==> src/rtl/heartbeat_decoder_pkg.sv <==
// Shared types and constants for the heartbeat Manchester decoder.
package heartbeat_decoder_pkg;

  localparam int WORD_W = 8;
  localparam int HIST_W = 2 * WORD_W;

  typedef enum logic {
    HUNT,
    LOCKED
  } state_e;

  typedef enum logic [1:0] {
    UNKNOWN,
    MID,
    BOUNDARY
  } phase_e;

endpackage

==> src/rtl/heartbeat_decoder_if.sv <==
// Line input and decoded-word outputs of the heartbeat decoder.
interface heartbeat_decoder_if;

  logic                                   signal;
  logic [heartbeat_decoder_pkg::WORD_W-1:0] word;
  logic                                   word_valid;
  logic                                   locked;
  logic                                   seq_error;
  logic [7:0]                             err_count;
  logic                                   idle;

  modport slave (
    input  signal,
    output word, word_valid, locked, seq_error, err_count, idle
  );

  modport master (
    output signal,
    input  word, word_valid, locked, seq_error, err_count, idle
  );

endinterface

==> src/rtl/heartbeat_bit_slicer.sv <==
// Synchronizes the Manchester line, measures edge intervals and tracks bit
// phase, emitting one decoded bit per mid-bit edge.
module heartbeat_bit_slicer
  import heartbeat_decoder_pkg::*;
#(
  parameter int LONG_THRESH  = 12,
  parameter int MIN_INTERVAL = 3,
  parameter int TIMEOUT      = 64
) (
  input  logic clk,
  input  logic rst,
  input  logic signal_i,
  output logic bit_valid_o,
  output logic bit_value_o,
  output logic symbol_err_o,
  output logic idle_o
);

  localparam logic [7:0] LONG_C    = 8'(LONG_THRESH);
  localparam logic [7:0] MIN_C     = 8'(MIN_INTERVAL);
  localparam logic [7:0] TIMEOUT_C = 8'(TIMEOUT);

  logic [1:0] sync_q;
  logic       prev_q;
  logic [7:0] cnt_q, cnt_d;
  phase_e     phase_q, phase_d;
  logic       idle_q, idle_d;
  logic       edge_det;

  // NOTE: async reset in the sensitivity list; every state flop uses <= so all
  // registers sample the same pre-edge values.
  always_ff @(posedge clk or posedge rst) begin
    if (rst) begin
      sync_q  <= 2'b00;
      prev_q  <= 1'b0;
      cnt_q   <= 8'd0;
      phase_q <= UNKNOWN;
      idle_q  <= 1'b1;
    end else begin
      sync_q  <= {sync_q[0], signal_i};
      prev_q  <= sync_q[1];
      cnt_q   <= cnt_d;
      phase_q <= phase_d;
      idle_q  <= idle_d;
    end
  end

  assign edge_det    = sync_q[1] ^ prev_q;
  assign bit_value_o = prev_q;
  assign idle_o      = idle_q;

  // NOTE: every output of this block gets a default first, so no latches.
  always_comb begin
    cnt_d        = (cnt_q == 8'hFF) ? cnt_q : cnt_q + 8'd1;
    phase_d      = phase_q;
    idle_d       = idle_q;
    bit_valid_o  = 1'b0;
    symbol_err_o = 1'b0;
    if (edge_det) begin
      cnt_d  = 8'd1;
      idle_d = 1'b0;
      // The interval ending in the edge that leaves idle carries no timing.
      if (!idle_q) begin
        if (cnt_q < MIN_C) begin
          symbol_err_o = 1'b1;
          phase_d      = UNKNOWN;
        end else if (cnt_q >= LONG_C) begin
          if (phase_q == BOUNDARY) begin
            symbol_err_o = 1'b1;
            phase_d      = UNKNOWN;
          end else begin
            phase_d     = MID;
            bit_valid_o = 1'b1;
          end
        end else begin
          case (phase_q)
            MID:      phase_d = BOUNDARY;
            BOUNDARY: begin
              phase_d     = MID;
              bit_valid_o = 1'b1;
            end
            default:  phase_d = UNKNOWN;
          endcase
        end
      end
    end else if (!idle_q && cnt_d == TIMEOUT_C) begin
      idle_d  = 1'b1;
      phase_d = UNKNOWN;
    end
  end

endmodule

==> src/rtl/heartbeat_decoder.sv <==
// Heartbeat counter decoder: word alignment FSM, sequence checking and error
// accounting on top of the Manchester bit slicer.
module heartbeat_decoder
  import heartbeat_decoder_pkg::*;
#(
  parameter int LONG_THRESH  = 12,
  parameter int MIN_INTERVAL = 3,
  parameter int TIMEOUT      = 64
) (
  input  logic                clk,
  input  logic                rst,
  heartbeat_decoder_if.slave  bus
);

  logic bit_valid, bit_value, symbol_err, idle;

  heartbeat_bit_slicer #(
    .LONG_THRESH  (LONG_THRESH),
    .MIN_INTERVAL (MIN_INTERVAL),
    .TIMEOUT      (TIMEOUT)
  ) u_slicer (
    .clk          (clk),
    .rst          (rst),
    .signal_i     (bus.signal),
    .bit_valid_o  (bit_valid),
    .bit_value_o  (bit_value),
    .symbol_err_o (symbol_err),
    .idle_o       (idle)
  );

  state_e              state_q, state_d;
  logic [HIST_W-1:0]   hist_q, hist_d;
  logic [4:0]          seen_q, seen_d;
  logic [2:0]          bcnt_q, bcnt_d;
  logic                mism_q, mism_d;
  logic [WORD_W-1:0]   word_q, word_d;
  logic [7:0]          errc_q, errc_d;
  logic                wv_q, wv_d;
  logic                seq_q, seq_d;

  always_ff @(posedge clk or posedge rst) begin
    if (rst) begin
      state_q <= HUNT;
      hist_q  <= '0;
      seen_q  <= 5'd0;
      bcnt_q  <= 3'd0;
      mism_q  <= 1'b0;
      word_q  <= '0;
      errc_q  <= 8'd0;
      wv_q    <= 1'b0;
      seq_q   <= 1'b0;
    end else begin
      state_q <= state_d;
      hist_q  <= hist_d;
      seen_q  <= seen_d;
      bcnt_q  <= bcnt_d;
      mism_q  <= mism_d;
      word_q  <= word_d;
      errc_q  <= errc_d;
      wv_q    <= wv_d;
      seq_q   <= seq_d;
    end
  end

  always_comb begin
    state_d = state_q;
    hist_d  = hist_q;
    seen_d  = seen_q;
    bcnt_d  = bcnt_q;
    mism_d  = mism_q;
    word_d  = word_q;
    errc_d  = errc_q;
    wv_d    = 1'b0;
    seq_d   = 1'b0;
    if (symbol_err || idle) begin
      state_d = HUNT;
      seen_d  = 5'd0;
      bcnt_d  = 3'd0;
      mism_d  = 1'b0;
    end else if (bit_valid) begin
      hist_d = {hist_q[HIST_W-2:0], bit_value};
      case (state_q)
        HUNT: begin
          // Seen count saturates at one full history so stale bits never match.
          if (seen_q != 5'd16) seen_d = seen_q + 5'd1;
          if (seen_d == 5'd16 && hist_d[15:8] + 8'd1 == hist_d[7:0]) begin
            state_d = LOCKED;
            word_d  = hist_d[7:0];
            wv_d    = 1'b1;
            bcnt_d  = 3'd0;
            mism_d  = 1'b0;
          end
        end
        LOCKED: begin
          bcnt_d = bcnt_q + 3'd1;
          if (bcnt_q == 3'd7) begin
            word_d = hist_d[7:0];
            wv_d   = 1'b1;
            if (hist_d[7:0] != word_q + 8'd1) begin
              seq_d  = 1'b1;
              mism_d = 1'b1;
              if (mism_q) state_d = HUNT;
            end else begin
              mism_d = 1'b0;
            end
          end
        end
        default: state_d = HUNT;
      endcase
    end
    if ((symbol_err || seq_d) && errc_q != 8'hFF) errc_d = errc_q + 8'd1;
  end

  assign bus.word       = word_q;
  assign bus.word_valid = wv_q;
  assign bus.locked     = (state_q == LOCKED);
  assign bus.seq_error  = seq_q;
  assign bus.err_count  = errc_q;
  assign bus.idle       = idle;

endmodule

==> src/flat_wrapper.sv <==
// flat-port wrapper written by rule: the top's interface ports become plain ports
module heartbeat_decoder_flat import heartbeat_decoder_pkg::*;
#(
  parameter int LONG_THRESH  = 12,
  parameter int MIN_INTERVAL = 3,
  parameter int TIMEOUT      = 64
)
  (clk, rst, bus_signal, bus_word, bus_word_valid, bus_locked, bus_seq_error, bus_err_count, bus_idle);
  heartbeat_decoder_if bus_i ();
  input  logic clk;
  input  logic rst;
  input wire logic [$bits(bus_i.signal)-1:0] bus_signal;
  output wire logic [$bits(bus_i.word)-1:0] bus_word;
  output wire logic [$bits(bus_i.word_valid)-1:0] bus_word_valid;
  output wire logic [$bits(bus_i.locked)-1:0] bus_locked;
  output wire logic [$bits(bus_i.seq_error)-1:0] bus_seq_error;
  output wire logic [$bits(bus_i.err_count)-1:0] bus_err_count;
  output wire logic [$bits(bus_i.idle)-1:0] bus_idle;
  assign bus_i.signal = bus_signal;
  assign bus_word = bus_i.word;
  assign bus_word_valid = bus_i.word_valid;
  assign bus_locked = bus_i.locked;
  assign bus_seq_error = bus_i.seq_error;
  assign bus_err_count = bus_i.err_count;
  assign bus_idle = bus_i.idle;
  heartbeat_decoder #(.LONG_THRESH(LONG_THRESH), .MIN_INTERVAL(MIN_INTERVAL), .TIMEOUT(TIMEOUT)) u_core (.clk(clk), .rst(rst), .bus(bus_i));
endmodule
==> config.mk <==
export PLATFORM = sky130hd
export DESIGN_NAME = heartbeat_decoder_flat
export DESIGN_NICKNAME = d
export VERILOG_FILES = /design/src/rtl/heartbeat_decoder_pkg.sv /design/src/rtl/heartbeat_decoder_if.sv /design/src/rtl/heartbeat_bit_slicer.sv /design/src/rtl/heartbeat_decoder.sv /design/src/flat_wrapper.sv
export SDC_FILE = /design/constraint.sdc
export NUM_CORES = 1
export LEC_CHECK = 0
export ABC_AREA = 0
export ABC_CLOCK_PERIOD_IN_PS = 3200
export CAP_MARGIN = 20
export CORE_MARGIN = 4
export CORE_UTILIZATION = 50
export CTS_CLUSTER_DIAMETER = 30
export CTS_CLUSTER_SIZE = 24
export DETAILED_ROUTE_END_ITERATION = 10
export PLACE_DENSITY = 0.69
export SYNTH_ARGS = -nofsm -noshare
export SYNTH_HDL_FRONTEND = slang
export SYNTH_SLANG_ARGS = --single-unit
==> constraint.sdc <==
create_clock -name clk -period 3.2 [get_ports clk]
set_clock_uncertainty 0.1 [all_clocks]
set_input_delay 0.64 -clock clk [delete_from_list [all_inputs] [get_ports clk]]
set_output_delay 0.64 -clock clk [all_outputs]
set_load 0.01 [all_outputs]
Word-level counts from Yosys, hierarchy flattened
Index checks and enable logic that the tools add are counted.
Word-level totals
  register bits: 57
  output and inout bits: 20
  word-level logic and storage cells: 111
Operators by class
  $add $sub $neg: 6
  magnitude comparators: 2
  equality and inequality tests: 16
  multiplexer cells: 56
  bitwise logic cells: 3
  reduce and logical (&&, ||, !) cells: 14
Operators with widths (count)
  $mux W5: 7
  $add A8 B1 Y8 const B: 4
  $mux W8: 4
  $mux W1: 31
  $pmux W8 S2: 1
  $mux W2: 5
  $mux W3: 3
  $eq A8 B7 Y1 const B: 1
  $eq A8 B8 Y1: 1
  $eq A8 B8 Y1 const B: 1
  $ge A8 B4 Y1 const B: 1
  $lt A8 B2 Y1 const B: 1
  $ne A8 B8 Y1: 1
  $ne A8 B8 Y1 const B: 1
  $reduce_and A2 Y1: 4
  $ne A2 B2 Y1 const B: 3
  $pmux W1 S2: 3
  $pmux W3 S2: 1
  $add A5 B1 Y5 const B: 1
  $eq A5 B5 Y1 const B: 1
  $ne A5 B5 Y1 const B: 1
  $pmux W2 S2: 1
  $reduce_and A4 Y1: 1
  $reduce_bool A2 Y1: 2
  13 further kinds: 17

Depth between registers and ports, before layout
  word-level depth: 14
  mapped depth: 11
  depth with buffers taken out: 10

By module
From an unflattened synthesis, not the netlist that was laid out.
Unflattened totals
  cell total of the unflattened synthesis: 315
  area total of the unflattened synthesis: 3280.6 um^2
By module, submodules not included
  heartbeat_decoder: instances 1, cells an instance 219, area each 2381.0 um^2, sequential area each 1076.0 um^2
  heartbeat_bit_slicer: instances 1, cells an instance 96, area each 899.6 um^2, sequential area each 351.6 um^2

Least setup slack after synthesis
Ideal clock, no wire load.
  path type: reg-to-reg
  start point: reg u_core.u_slicer.cnt_q[4]
  end point: reg u_core.errc_q[4] (netlist: u_core.bus.err_count[4])
  library setup time: 0.128 ns
  arrival: 2.673 ns
  slack: 0.300 ns
  cell stages (with the launch flop): 12
  path buffers: 1
  cell sequence: dfrtp_1 > buf_6 > or4_4 > a21oi_1 > inv_1 > ha_1 > o2111ai_4 > nor2_1 > o21ai_2 > a31oi_4 > nand4_1 > mux2_1
On the way
  cells in the longest elaborated chain, start to end: 9
  elaborated cells on any way between the ends: 15
  those cells by class: 2 x order compare; 10 x mux; 3 x reduce/logical
RTL lines
  start, declared: RTL line heartbeat_bit_slicer.sv:25  | logic [7:0] cnt_q, cnt_d;
  start signal, assigned: RTL line heartbeat_bit_slicer.sv:42  | cnt_q <= cnt_d;
  $ge A8 B4 Y1: RTL line heartbeat_bit_slicer.sv:67  | end else if (cnt_q >= LONG_C) begin
  $mux W1: RTL line heartbeat_bit_slicer.sv:67
  $mux W1: RTL line heartbeat_bit_slicer.sv:64  | if (cnt_q < MIN_C) begin
  $mux W1: RTL line heartbeat_bit_slicer.sv:63  | if (!idle_q) begin
  $mux W1: RTL line heartbeat_bit_slicer.sv:59  | if (edge_det) begin
  $mux W1 or $logic_or A1 B1 Y1 (tied branches): RTL line heartbeat_decoder.sv:80, heartbeat_decoder.sv:75
  $mux W1: RTL line heartbeat_decoder.sv:75  | if (symbol_err || idle) begin
  $logic_or A1 B1 Y1 (*): RTL line heartbeat_decoder.sv:111  | if ((symbol_err || seq_d) && errc_q != 8'hFF) errc_d = errc_q + 8'd1;
  $logic_and A1 B1 Y1 (*): RTL line heartbeat_decoder.sv:111
  end signal, assigned: RTL line heartbeat_decoder.sv:59  | errc_q <= errc_d;
  end, declared: RTL line heartbeat_decoder.sv:37  | logic [7:0] errc_q, errc_d;
Mark *: on every way between the ends. The rest lies on a longest branch, timed or not.
A chain may end at the register's enable or synchronous reset.

Worst setup path after layout
  start point: reg u_core.u_slicer.cnt_q[7]
  end point: reg u_core.errc_q[4] (netlist: u_core.bus.err_count[4])
Same word-level chain as after synthesis.

==> run metrics <==
HP Start u_core.u_slicer.sync_q[0]; flops & latches, synth 57; initial antenna violation count 0; reg2reg path depth 10; CP arrival 3140 ps; Hold WS 249 ps; Worst Setup End Kind register; final worst-path cycle share 0.947; number of DRC markers in iteration 0 119; CTS tree yes; area grow syn2layout 14.5%; worst rel slew slack 0.707; worst setup margin 171 ps; final wirelength 6440 um; wire per inst 14.9 um; Initial Util 0.521; Cell Area, Synth 0.00337 mm2; Longest Clk Path Bufs 2; via count 2456; # fillers 537; minimum clock period 3030 ps; total CTS buffers 9; Die Span Y 90.1 um; CTS clk-pin slew, worst paths 70 ps; dpl hpwl 4510 um; # nets final 364; gpl congestion 0.817; Tot Pwr 1.86 mW; Final Slew Violations 0; clk_lat worst skew 340 ps; total iterations of the first detailed-routing run 4; ant diodes 0; CP Launch Type register; first-pass GRT wire length 11400 um; Die W 90.1 um; final setup vio count 0; VDD IR max 356 uV; Top FF cell, synth dfrtp_1; num ports 23; Post-CTS Repair Setup Buffers 0; Hold Crit Class reg2reg; GRT Util Overall 0.171; post-route ant nets 0; Hold Path Stages 0; clock sink count 57; Remaining Overflow, GRT 0; # H-tree levels 3; syn nets 335; Worst EP required 3310 ps; Power Density 483 mW/mm2; reg2reg start u_core.u_slicer.cnt_q[7]; worst reg2reg setup slack 170 ps; critical path cell sequence or4_4 > a21oi_1 > inv_1 > ha_1 > o2111ai_4 > nor2_1 > o21ai_2 > a31oi_4 > nand4_1 > mux2_1; Static Leakage 1.73 nW; Distinct cells, synth 60; top cells by count, synth dfrtp_1, xnor2_1, nand2_1, nor2_1; cts repair resizes 0; Critical Path Slowest Stage Cell or4_4; cts hold-fix bufs 0; layout cells sized above 1 0.191; synth top area cells dfrtp_1, xnor2_1, mux2_2; Seq/Total Area, Yosys 0.424; share of the synthesized area in the top cell type 0.416; RR Endpoint u_core.bus.err_count[4]; pin count of the biggest net entering global routing 58; largest area contributor in the netlist dfrtp_1; clock root cell clkbuf_8; vias per inst 5.67; Max Fclk 330 MHz; Gate Count Post-Synth 322; setup TNS 0 ps; number of global-route vias before repair 2436; Rows 29; Port Buffers 22; type of the worst setup path reg2reg; EDFF count, synth 0; status finished, final reports clean; DP Worst Slack 198 ps; YS warnings 0; core area 0.00646 mm2; drt drc 0; Slew @ Worst Pin 440 ps; most common cell in the netlist dfrtp_1; Syn Area/Cell 10.5 um2; Max Cap Viol 0; RSZ-0062 raised after global routing false; Hold EP u_core.u_slicer.sync_q[1]; Final Hold Vio Count 0; largest stage delay on the critical path 610 ps; crit path max fanout 8; DIE AREA 0.00811 mm2; ys async rst share 1.00
## sequential cells by signal, summed over array words and instances, names as in the netlist, 2 cells and up
name / count
u_core.seen_q: 5
u_core.u_slicer.sync_q: 2
u_core.hist_q: 15
u_core.bcnt_q: 3
u_core.u_slicer.cnt_q: 8
u_core.bus.err_count: 8
u_core.u_slicer.phase_q: 2
u_core.bus.word: 8
## metrics by stage
| step | cell area (um2) | std cells | utilization |
|---|---|---|---|
| after floorplan | 3370 | 322 | - |
| after global placement | 3680 | 417 | 0.570 |
| after detailed placement | 3680 | 417 | 0.570 |
| after CTS | 3860 | 433 | 0.597 |
| after global routing | 3860 | 433 | 0.597 |
| final | 3860 | 433 | 0.597 |
## worst max-delay path by stage
stage,startpoint,endpoint,slack [ps],cells past startpoint
final,u_core.u_slicer.cnt_q[7],u_core.bus.err_count[4],170,10
after global routing,u_core.u_slicer.cnt_q[7],u_core.bus.err_count[4],2,10
after CTS,u_core.u_slicer.cnt_q[7],u_core.bus.err_count[4],190,10
after detailed placement,u_core.u_slicer.cnt_q[7],u_core.bus.err_count[4],200,10
after global placement,u_core.u_slicer.cnt_q[7],u_core.bus.err_count[4],300,10
after floorplan,u_core.u_slicer.cnt_q[4],u_core.bus.err_count[4],300,11
## report_power, final
part           leakage, nW  total, mW  switching [mW]  internal, mW
clock network       0.0932      0.594           0.275         0.319
logic                0.869      0.403           0.201         0.202
registers            0.770      0.866          0.0865         0.779
total                 1.73       1.86           0.562          1.30
## area by class of cell
class	count	area (um2)	share of cell area
multi-input cells	235	1790	0.464
well taps	77	96.3	0.0250
flip-flops and latches	57	1430	0.370
inverters	16	60.1	0.0156
clock inverters	3	15.0	0.00389
clock buffers	13	159	0.0412
repair buffers	32	308	0.0798
## metal layers
| layer | routed length, um | vias up | part of all wire | GRT usage |
|---|---|---|---|---|
| met2 | 3030 | 55 | 0.47 | 0.281 |
| met3 | 279 | 11 | 0.043 | 0.0376 |
| met4 | 110 | 0 | 0.017 | 0.0765 |
| met5 | 0 | - | 0 | 0 |
| li1 | - | 1214 | - | - |
| met1 | 3030 | 1176 | 0.47 | 0.215 |
## kinds of logic (layout without fill, tap and decap cells)
family	count (synthesis)	after routing	synth area share
AO/OA/AOI/OAI	54	54	0.124
flip-flops	57	57	0.424
AND/OR/NAND/NOR	112	112	0.187
buffers and inverters	30	64	0.0442
XOR/XNOR	33	33	0.0881
multiplexers	26	26	0.0959
adder cells (fa/ha/maj)	10	10	0.0372
## critical path: cells and delay by family, from the launching register on
| family | cells | cell delay [ps] |
|---|---|---|
| muxes | 1 | 340 |
| buffers and inverters | 1 | 80 |
| DFF | 1 | 440 |
| adders and majority gates | 1 | 330 |
| AOI/OAI and AO/OA | 4 | 680 |
| and+or+nand+nor | 3 | 930 |
## placed cells by master (no fill, tap or decap), drive strengths merged, types with 11 or more instances in the layout
cell type / netlist / layout
o21ai: 14 / 14
clkdlybuf4s50: 0 / 22
nand3: 15 / 15
nand4: 11 / 11
clkbuf: 3 / 13
inv: 16 / 16
nand2: 23 / 23
nor2: 19 / 19
xnor2: 23 / 23
dfrtp: 56 / 56
mux2: 26 / 26
No activity file was read; power rests on OpenSTA's default activity.
